### src/rtl/nios_to_pb_passer_if.sv
// NIOS PIO pair plus packet-buffer write port of the NIOS->PB passer.
// master = NIOS/bench side, slave = the passer itself.
interface nios_to_pb_passer_if;
    logic        do_receive;
    logic [31:0] nios_out_signals;
    logic [31:0] nios_in_signals;
    logic [8:0]  pb_address_proc_write;
    logic [15:0] pb_data_proc_write;
    logic        pb_wren_proc_write;
    logic        received;

    modport master (
        output do_receive, nios_out_signals,
        input  nios_in_signals, pb_address_proc_write, pb_data_proc_write,
               pb_wren_proc_write, received
    );

    modport slave (
        input  do_receive, nios_out_signals,
        output nios_in_signals, pb_address_proc_write, pb_data_proc_write,
               pb_wren_proc_write, received
    );
endinterface

### src/rtl/nios_to_pb_passer.sv
// Pulls NUM_WORDS 16-bit words from the NIOS over a four-phase PIO handshake
// and writes them into the packet buffer starting at BASE_ADDR.
module nios_to_pb_passer #(
    parameter int         NUM_WORDS = 256,
    parameter logic [8:0] BASE_ADDR = 9'd0
) (
    input  logic             clk,
    input  logic             rst_n,
    nios_to_pb_passer_if.slave io_bus
);
    localparam logic [2:0] S_IDLE       = 3'd0;
    localparam logic [2:0] S_ARM        = 3'd1;
    localparam logic [2:0] S_REQ        = 3'd2;
    localparam logic [2:0] S_WAIT_VALID = 3'd3;
    localparam logic [2:0] S_WRITE      = 3'd4;
    localparam logic [2:0] S_WAIT_DROP  = 3'd5;

    logic [2:0]  r_state;
    logic [8:0]  r_count;
    logic [8:0]  r_addr;
    logic [15:0] r_data;
    logic        r_wren;
    logic        r_req;
    logic        r_ack;
    logic        r_received;

    logic        w_dv;
    logic        w_rdy;
    logic        w_last;
    logic [8:0]  w_wr_addr;

    assign w_dv      = io_bus.nios_out_signals[16];
    assign w_rdy     = io_bus.nios_out_signals[30];
    assign w_last    = (r_count == 9'(NUM_WORDS));
    // 9-bit sum: addresses wrap modulo 512
    assign w_wr_addr = BASE_ADDR + r_count;

    always_ff @(posedge clk or negedge rst_n) begin
        if (!rst_n) begin
            r_state    <= S_IDLE;
            r_count    <= '0;
            r_addr     <= BASE_ADDR;
            r_data     <= '0;
            r_wren     <= 1'b0;
            r_req      <= 1'b0;
            r_ack      <= 1'b0;
            r_received <= 1'b1;
        end else begin
            case (r_state)
                S_IDLE: begin
                    r_count    <= '0;
                    r_wren     <= 1'b0;
                    r_received <= 1'b1;
                    if (io_bus.do_receive) r_state <= S_ARM;
                end
                S_ARM: begin
                    // Start fires on the falling edge of do_receive; req is raised
                    // on entry to REQ so a ready NIOS sees exactly one req cycle.
                    r_received <= 1'b0;
                    r_req      <= 1'b0;
                    if (!io_bus.do_receive) begin
                        r_req   <= 1'b1;
                        r_state <= S_REQ;
                    end
                end
                S_REQ: begin
                    if (w_rdy) begin
                        r_req   <= 1'b0;
                        r_state <= S_WAIT_VALID;
                    end else begin
                        r_req <= 1'b1;
                    end
                end
                S_WAIT_VALID: begin
                    if (w_dv) begin
                        r_data  <= io_bus.nios_out_signals[15:0];
                        r_addr  <= w_wr_addr;
                        r_wren  <= 1'b1;
                        r_state <= S_WRITE;
                    end
                end
                S_WRITE: begin
                    r_wren  <= 1'b0;
                    r_ack   <= 1'b1;
                    r_count <= r_count + 9'd1;
                    r_state <= S_WAIT_DROP;
                end
                S_WAIT_DROP: begin
                    if (!w_dv) begin
                        r_ack   <= 1'b0;
                        r_state <= w_last ? S_IDLE : S_WAIT_VALID;
                    end
                end
                default: r_state <= S_IDLE;
            endcase
        end
    end

    assign io_bus.nios_in_signals       = {r_req, 13'b0, r_ack, 17'b0};
    assign io_bus.pb_address_proc_write = r_addr;
    assign io_bus.pb_data_proc_write    = r_data;
    assign io_bus.pb_wren_proc_write    = r_wren;
    assign io_bus.received              = r_received;
endmodule

### src/flat_wrapper.sv
// flat-port wrapper written by rule: the top's interface ports become plain ports
module nios_to_pb_passer_flat 
#(
    parameter int         NUM_WORDS = 256,
    parameter logic [8:0] BASE_ADDR = 9'd0
)
  (clk, rst_n, io_bus_do_receive, io_bus_nios_out_signals, io_bus_nios_in_signals, io_bus_pb_address_proc_write, io_bus_pb_data_proc_write, io_bus_pb_wren_proc_write, io_bus_received);
  nios_to_pb_passer_if io_bus_i ();
  input  logic clk;
  input  logic rst_n;
  input wire logic [$bits(io_bus_i.do_receive)-1:0] io_bus_do_receive;
  input wire logic [$bits(io_bus_i.nios_out_signals)-1:0] io_bus_nios_out_signals;
  output wire logic [$bits(io_bus_i.nios_in_signals)-1:0] io_bus_nios_in_signals;
  output wire logic [$bits(io_bus_i.pb_address_proc_write)-1:0] io_bus_pb_address_proc_write;
  output wire logic [$bits(io_bus_i.pb_data_proc_write)-1:0] io_bus_pb_data_proc_write;
  output wire logic [$bits(io_bus_i.pb_wren_proc_write)-1:0] io_bus_pb_wren_proc_write;
  output wire logic [$bits(io_bus_i.received)-1:0] io_bus_received;
  assign io_bus_i.do_receive = io_bus_do_receive;
  assign io_bus_i.nios_out_signals = io_bus_nios_out_signals;
  assign io_bus_nios_in_signals = io_bus_i.nios_in_signals;
  assign io_bus_pb_address_proc_write = io_bus_i.pb_address_proc_write;
  assign io_bus_pb_data_proc_write = io_bus_i.pb_data_proc_write;
  assign io_bus_pb_wren_proc_write = io_bus_i.pb_wren_proc_write;
  assign io_bus_received = io_bus_i.received;
  nios_to_pb_passer #(.NUM_WORDS(NUM_WORDS), .BASE_ADDR(BASE_ADDR)) u_core (.clk(clk), .rst_n(rst_n), .io_bus(io_bus_i));
endmodule
### config.mk
export PLATFORM = sky130hd
export DESIGN_NAME = nios_to_pb_passer_flat
export DESIGN_NICKNAME = d
export VERILOG_FILES = /design/src/rtl/nios_to_pb_passer_if.sv /design/src/rtl/nios_to_pb_passer.sv /design/src/flat_wrapper.sv
export SDC_FILE = /design/constraint.sdc
export NUM_CORES = 1
export LEC_CHECK = 0
export BUFFER_PORTS_ARGS = -buffer_cell sky130_fd_sc_hd__buf_2
export CAP_MARGIN = 20
export CORE_MARGIN = 1.5
export CORE_UTILIZATION = 47
export CTS_CLUSTER_DIAMETER = 200
export DETAILED_ROUTE_END_ITERATION = 8
export GPL_TIMING_DRIVEN = 0
export PLACE_DENSITY = 0.92
export SETUP_SLACK_MARGIN = 0.1
export SLEW_MARGIN = 40
export SYNTH_ARGS = -nofsm -noshare
export SYNTH_HDL_FRONTEND = slang
export SYNTH_SLANG_ARGS = --single-unit
### constraint.sdc
create_clock -name clk -period 1.9 [get_ports clk]
set_clock_uncertainty 0.15 [all_clocks]
set_input_delay 0.38 -clock clk [delete_from_list [all_inputs] [get_ports clk]]
set_output_delay 0.38 -clock clk [all_outputs]
set_load 0.01 [all_outputs]
==> metrics.md <==
| Metric | Value |
|---|---|
| Outcome | completed |
| Final Worst Setup Slack | 0.2054 ns |
| Maximum VDD drop | 0.4748 mV |
| Crit path time final | 1.695 ns |
| Top cell type by total area after synthesis | dfrtp_1 |
| Critical path arrival | 1.72 ns |
| DRT Wirelength | 3.967 mm |
| Most frequent cell after synthesis | dfrtp_1 |
| Yosys Warn Count | 0 |
| WHS Endpoint | u_core.io_bus.pb_data_proc_write[0]$_DFFE_PN0P_ |
| Dpl cells | 318 |
| Htree depth | 2 |
| Worst Setup End Kind | flip-flop |
| FF-to-FF path depth | 4 |
| ANT nets after route | 0 |
| Final Hold Viols | 0 |
| Share of layout cells above drive strength 1 | 34.66% |
| LEAKAGE | 1.360 nW |
| # port buffers | 49 |
| RSZ-0062 raised after global routing | no |
| Area contributors post-synth | dfrtp_1, mux2_1, buf_4 |
| Worst slack, placed | 0.07902 ns |
| Antenna Diode Count | 0 |
| Largest family of logic cells by synthesized area | buffers and inverters |
| Num CTS Buffers | 5 |
| DR WL/cell | 12.13 um |
| Crit Path Category | flip-flop to flip-flop |
| Layout Cells excl Fill | 327 |
| Power consumption | 3.094 mW |
| Fillers | 316 |
| Synthesized area | 2064 um2 |
| Dominant synthesized flop cell | dfrtp_1 |
| Cell count after synthesis | 190 |
| First-pass GRT wire length | 6.699 mm |
| Initial Utilization | 50.17% |
| CTS tree | done |
| F_max | 590.1 MHz |
| Hpwl dp | 2.905 mm |
| Synth top cells by count | dfrtp_1, buf_4, mux2_1 |
| Worst setup SP type | flip-flop |
| Worst r2r src | u_core.r_state[2]$_DFFE_PN0P_ |
| CTS clk-pin slew, worst paths | 0.08 ns |
| Hold Path Class | primary input to flip-flop |
| Worst-Skew Late Latency | 0.30 ns |
| Gr usage total | 17.29% |
| First DRT Iteration DRCs | 150 |
| Maximum number of pins on one net before global-route repair | 42 |
| Synth Area in Compound Gates | 8.970% |
| Hold path depth | 2 |
| Root buffer cell | clkbuf_8 |
| EDFF count, synth | 0 |
| Die footprint | 4799 um2 |
| Die width | 69.28 um |
| Num ports | 94 |
| Die height | 69.28 um |
| Final Max Tran Viols | 0 |
| Vias per inst | 4.832 |
| Synth cell types | 38 |
| Initial antenna violation count | 0 |
| Synthesized-area fraction occupied by adder cells | 1.212% |
| TritonCTS sink count | 41 |
| Mux cell area share after synthesis | 13.52% |
| Synth top area share | 48.48% |
| Setup TNS | 0 ns |
| Setup violators final | 0 |
| GP Congestion | 0.8583 |
| Final instance area | 2585 um2 |
| Register area share after synthesis | 49.76% |
| Final global-route overflow total | 0 |
| Mean Syn Cell Area | 10.87 um2 |
| Power density cells | 1197 nW/um2 |
| Vias | 1,580 |
| Core area | 4115 um2 |
| Post-layout nets | 313 |
| Worst hold start | io_bus_nios_out_signals[0] |
| Dpl cell area | 2484 um2 |
| Maximum buffer depth of the clock tree | 2 |
| Synth Area in XOR/XNOR | 0% |
| Reg2reg setup slack | 0.21 ns |
| Vias in the first global route | 1,558 |
| Post-synthesis register bit count | 41 |
| Post CTS Setup Buffer Count | 0 |
| Simple-Gate Fraction of Synth Area | 11.94% |
| Final critical-path share of the clock period | 89.19% |
| RR Endpoint | u_core.io_bus.pb_address_proc_write[4]$_DFFE_PN0P_ |
| Required @ worst endpoint | 1.93 ns |
| First-pass DRT Iterations | 4 |
| Maxcap violations | 0 |
| DRC viols | 0 |
| Post-synth ARST share | 100.0% |
| Critical path fanouts, max | 10 |
| Placement Rows | 23 |
| Syn-to-layout area delta | 25.21% |
==> routing by layer <==
| metal | vias to the layer above | track usage, % | routed length [um] |
|---|---|---|---|
| met1 | 739 | 18.11 | 1590 |
| li1 | 773 | - | - |
| met2 | 62 | 31.20 | 2046 |
| met5 | - | 0 | 0 |
| met4 | 0 | 8.497 | 64 |
| met3 | 6 | 5.233 | 265 |
==> power by group <==
| part | switching, mW | total (mW) | leakage (nW) | internal (mW) |
|---|---|---|---|---|
| clock network | 0.303 | 0.557 | 0.0439 | 0.253 |
| logic | 0.641 | 1.21 | 0.792 | 0.565 |
| registers | 0.179 | 1.33 | 0.524 | 1.15 |
| total | 1.12 | 3.09 | 1.36 | 1.97 |
==> sequential cells by signal, indices dropped and copies added (netlist names) <==
register and cells:
u_core.io_bus.pb_address_proc_write 9, u_core.io_bus.pb_data_proc_write 16, u_core.io_bus.pb_wren_proc_write 1, u_core.io_bus.received 1, u_core.r_ack 1, u_core.r_count 9, u_core.r_req 1, u_core.r_state 3
==> critical path, cell delays in order, from the launching register on <==
cell and delay, ns:
dfrtp_1 0.45, nand4b_1 0.21, clkbuf_4 0.23, clkbuf_4 0.22, mux2_1 0.32
==> kinds of logic after synthesis <==
kind of cell / Yosys count
other: 1
muxes: 25
DFF: 41
buffers and inverters: 46
and+or+nand+nor: 48
AOI/OAI and AO/OA: 27
adders and majority gates: 2
==> what timing repair did <==
item	in CTS	in global routing
resized for setup	0	2
endpoints found under the hold margin	40	0
setup endpoints to repair	0	4
hold buffers	1	0
==> placed cells by master (no fill, tap or decap), drive strengths merged, types with 3 or more instances in the layout <==
cell,synthesis,final
or3,4,4
nor3,3,3
inv,7,7
conb,1,30
nand2,18,18
mux2,23,23
o211ai,4,4
clkbuf,3,10
o21ai,9,9
nand3,6,6
nor2,4,4
o311ai,4,4
buf,36,83
dfrtp,40,40
==> stage by stage <==
step / hold WS [ns] / util [%]
floorplan: -0.06559 / -
global placement: 0.3176 / 60.29
detailed placement: 0.2349 / 60.35
CTS: 0.1357 / 62.69
global route: 0.1353 / 62.82
finish: 0.1380 / 62.82
==> worst max-delay path by stage <==
| stage | start | endpoint | slack, ns | cells after the start |
|---|---|---|---|---|
| global placement | io_bus_nios_out_signals[16] | u_core.io_bus.pb_address_proc_write[4]$_DFFE_PN0P_ | 0.12 | 5 |
| global route | u_core.r_state[2]$_DFFE_PN0P_ | u_core.io_bus.pb_address_proc_write[2]$_DFFE_PN0P_ | 0.13 | 4 |
| floorplan | u_core.r_state[0]$_DFFE_PN0P_ | u_core.io_bus.pb_address_proc_write[2]$_DFFE_PN0P_ | 0.36 | 4 |
| detailed placement | io_bus_nios_out_signals[16] | u_core.io_bus.pb_address_proc_write[4]$_DFFE_PN0P_ | 0.08 | 5 |
| finish | u_core.r_state[2]$_DFFE_PN0P_ | u_core.io_bus.pb_address_proc_write[4]$_DFFE_PN0P_ | 0.21 | 4 |
| CTS | u_core.r_state[2]$_DFFE_PN0P_ | u_core.io_bus.pb_address_proc_write[4]$_DFFE_PN0P_ | 0.12 | 4 |
==> final cells by class <==
class / count / area, um2 / area share (%)
inverter: 7 / 26.28 / 1.016
timing repair buffer: 50 / 257.7 / 9.971
multi-input combinational: 132 / 848.3 / 32.82
clock inverter: 3 / 17.52 / 0.6776
buffer: 39 / 276.5 / 10.70
sequential: 41 / 1027 / 39.74
clock buffer: 5 / 68.82 / 2.662
tap: 50 / 62.56 / 2.420
Note: power is estimated with default switching activity, not from simulation.
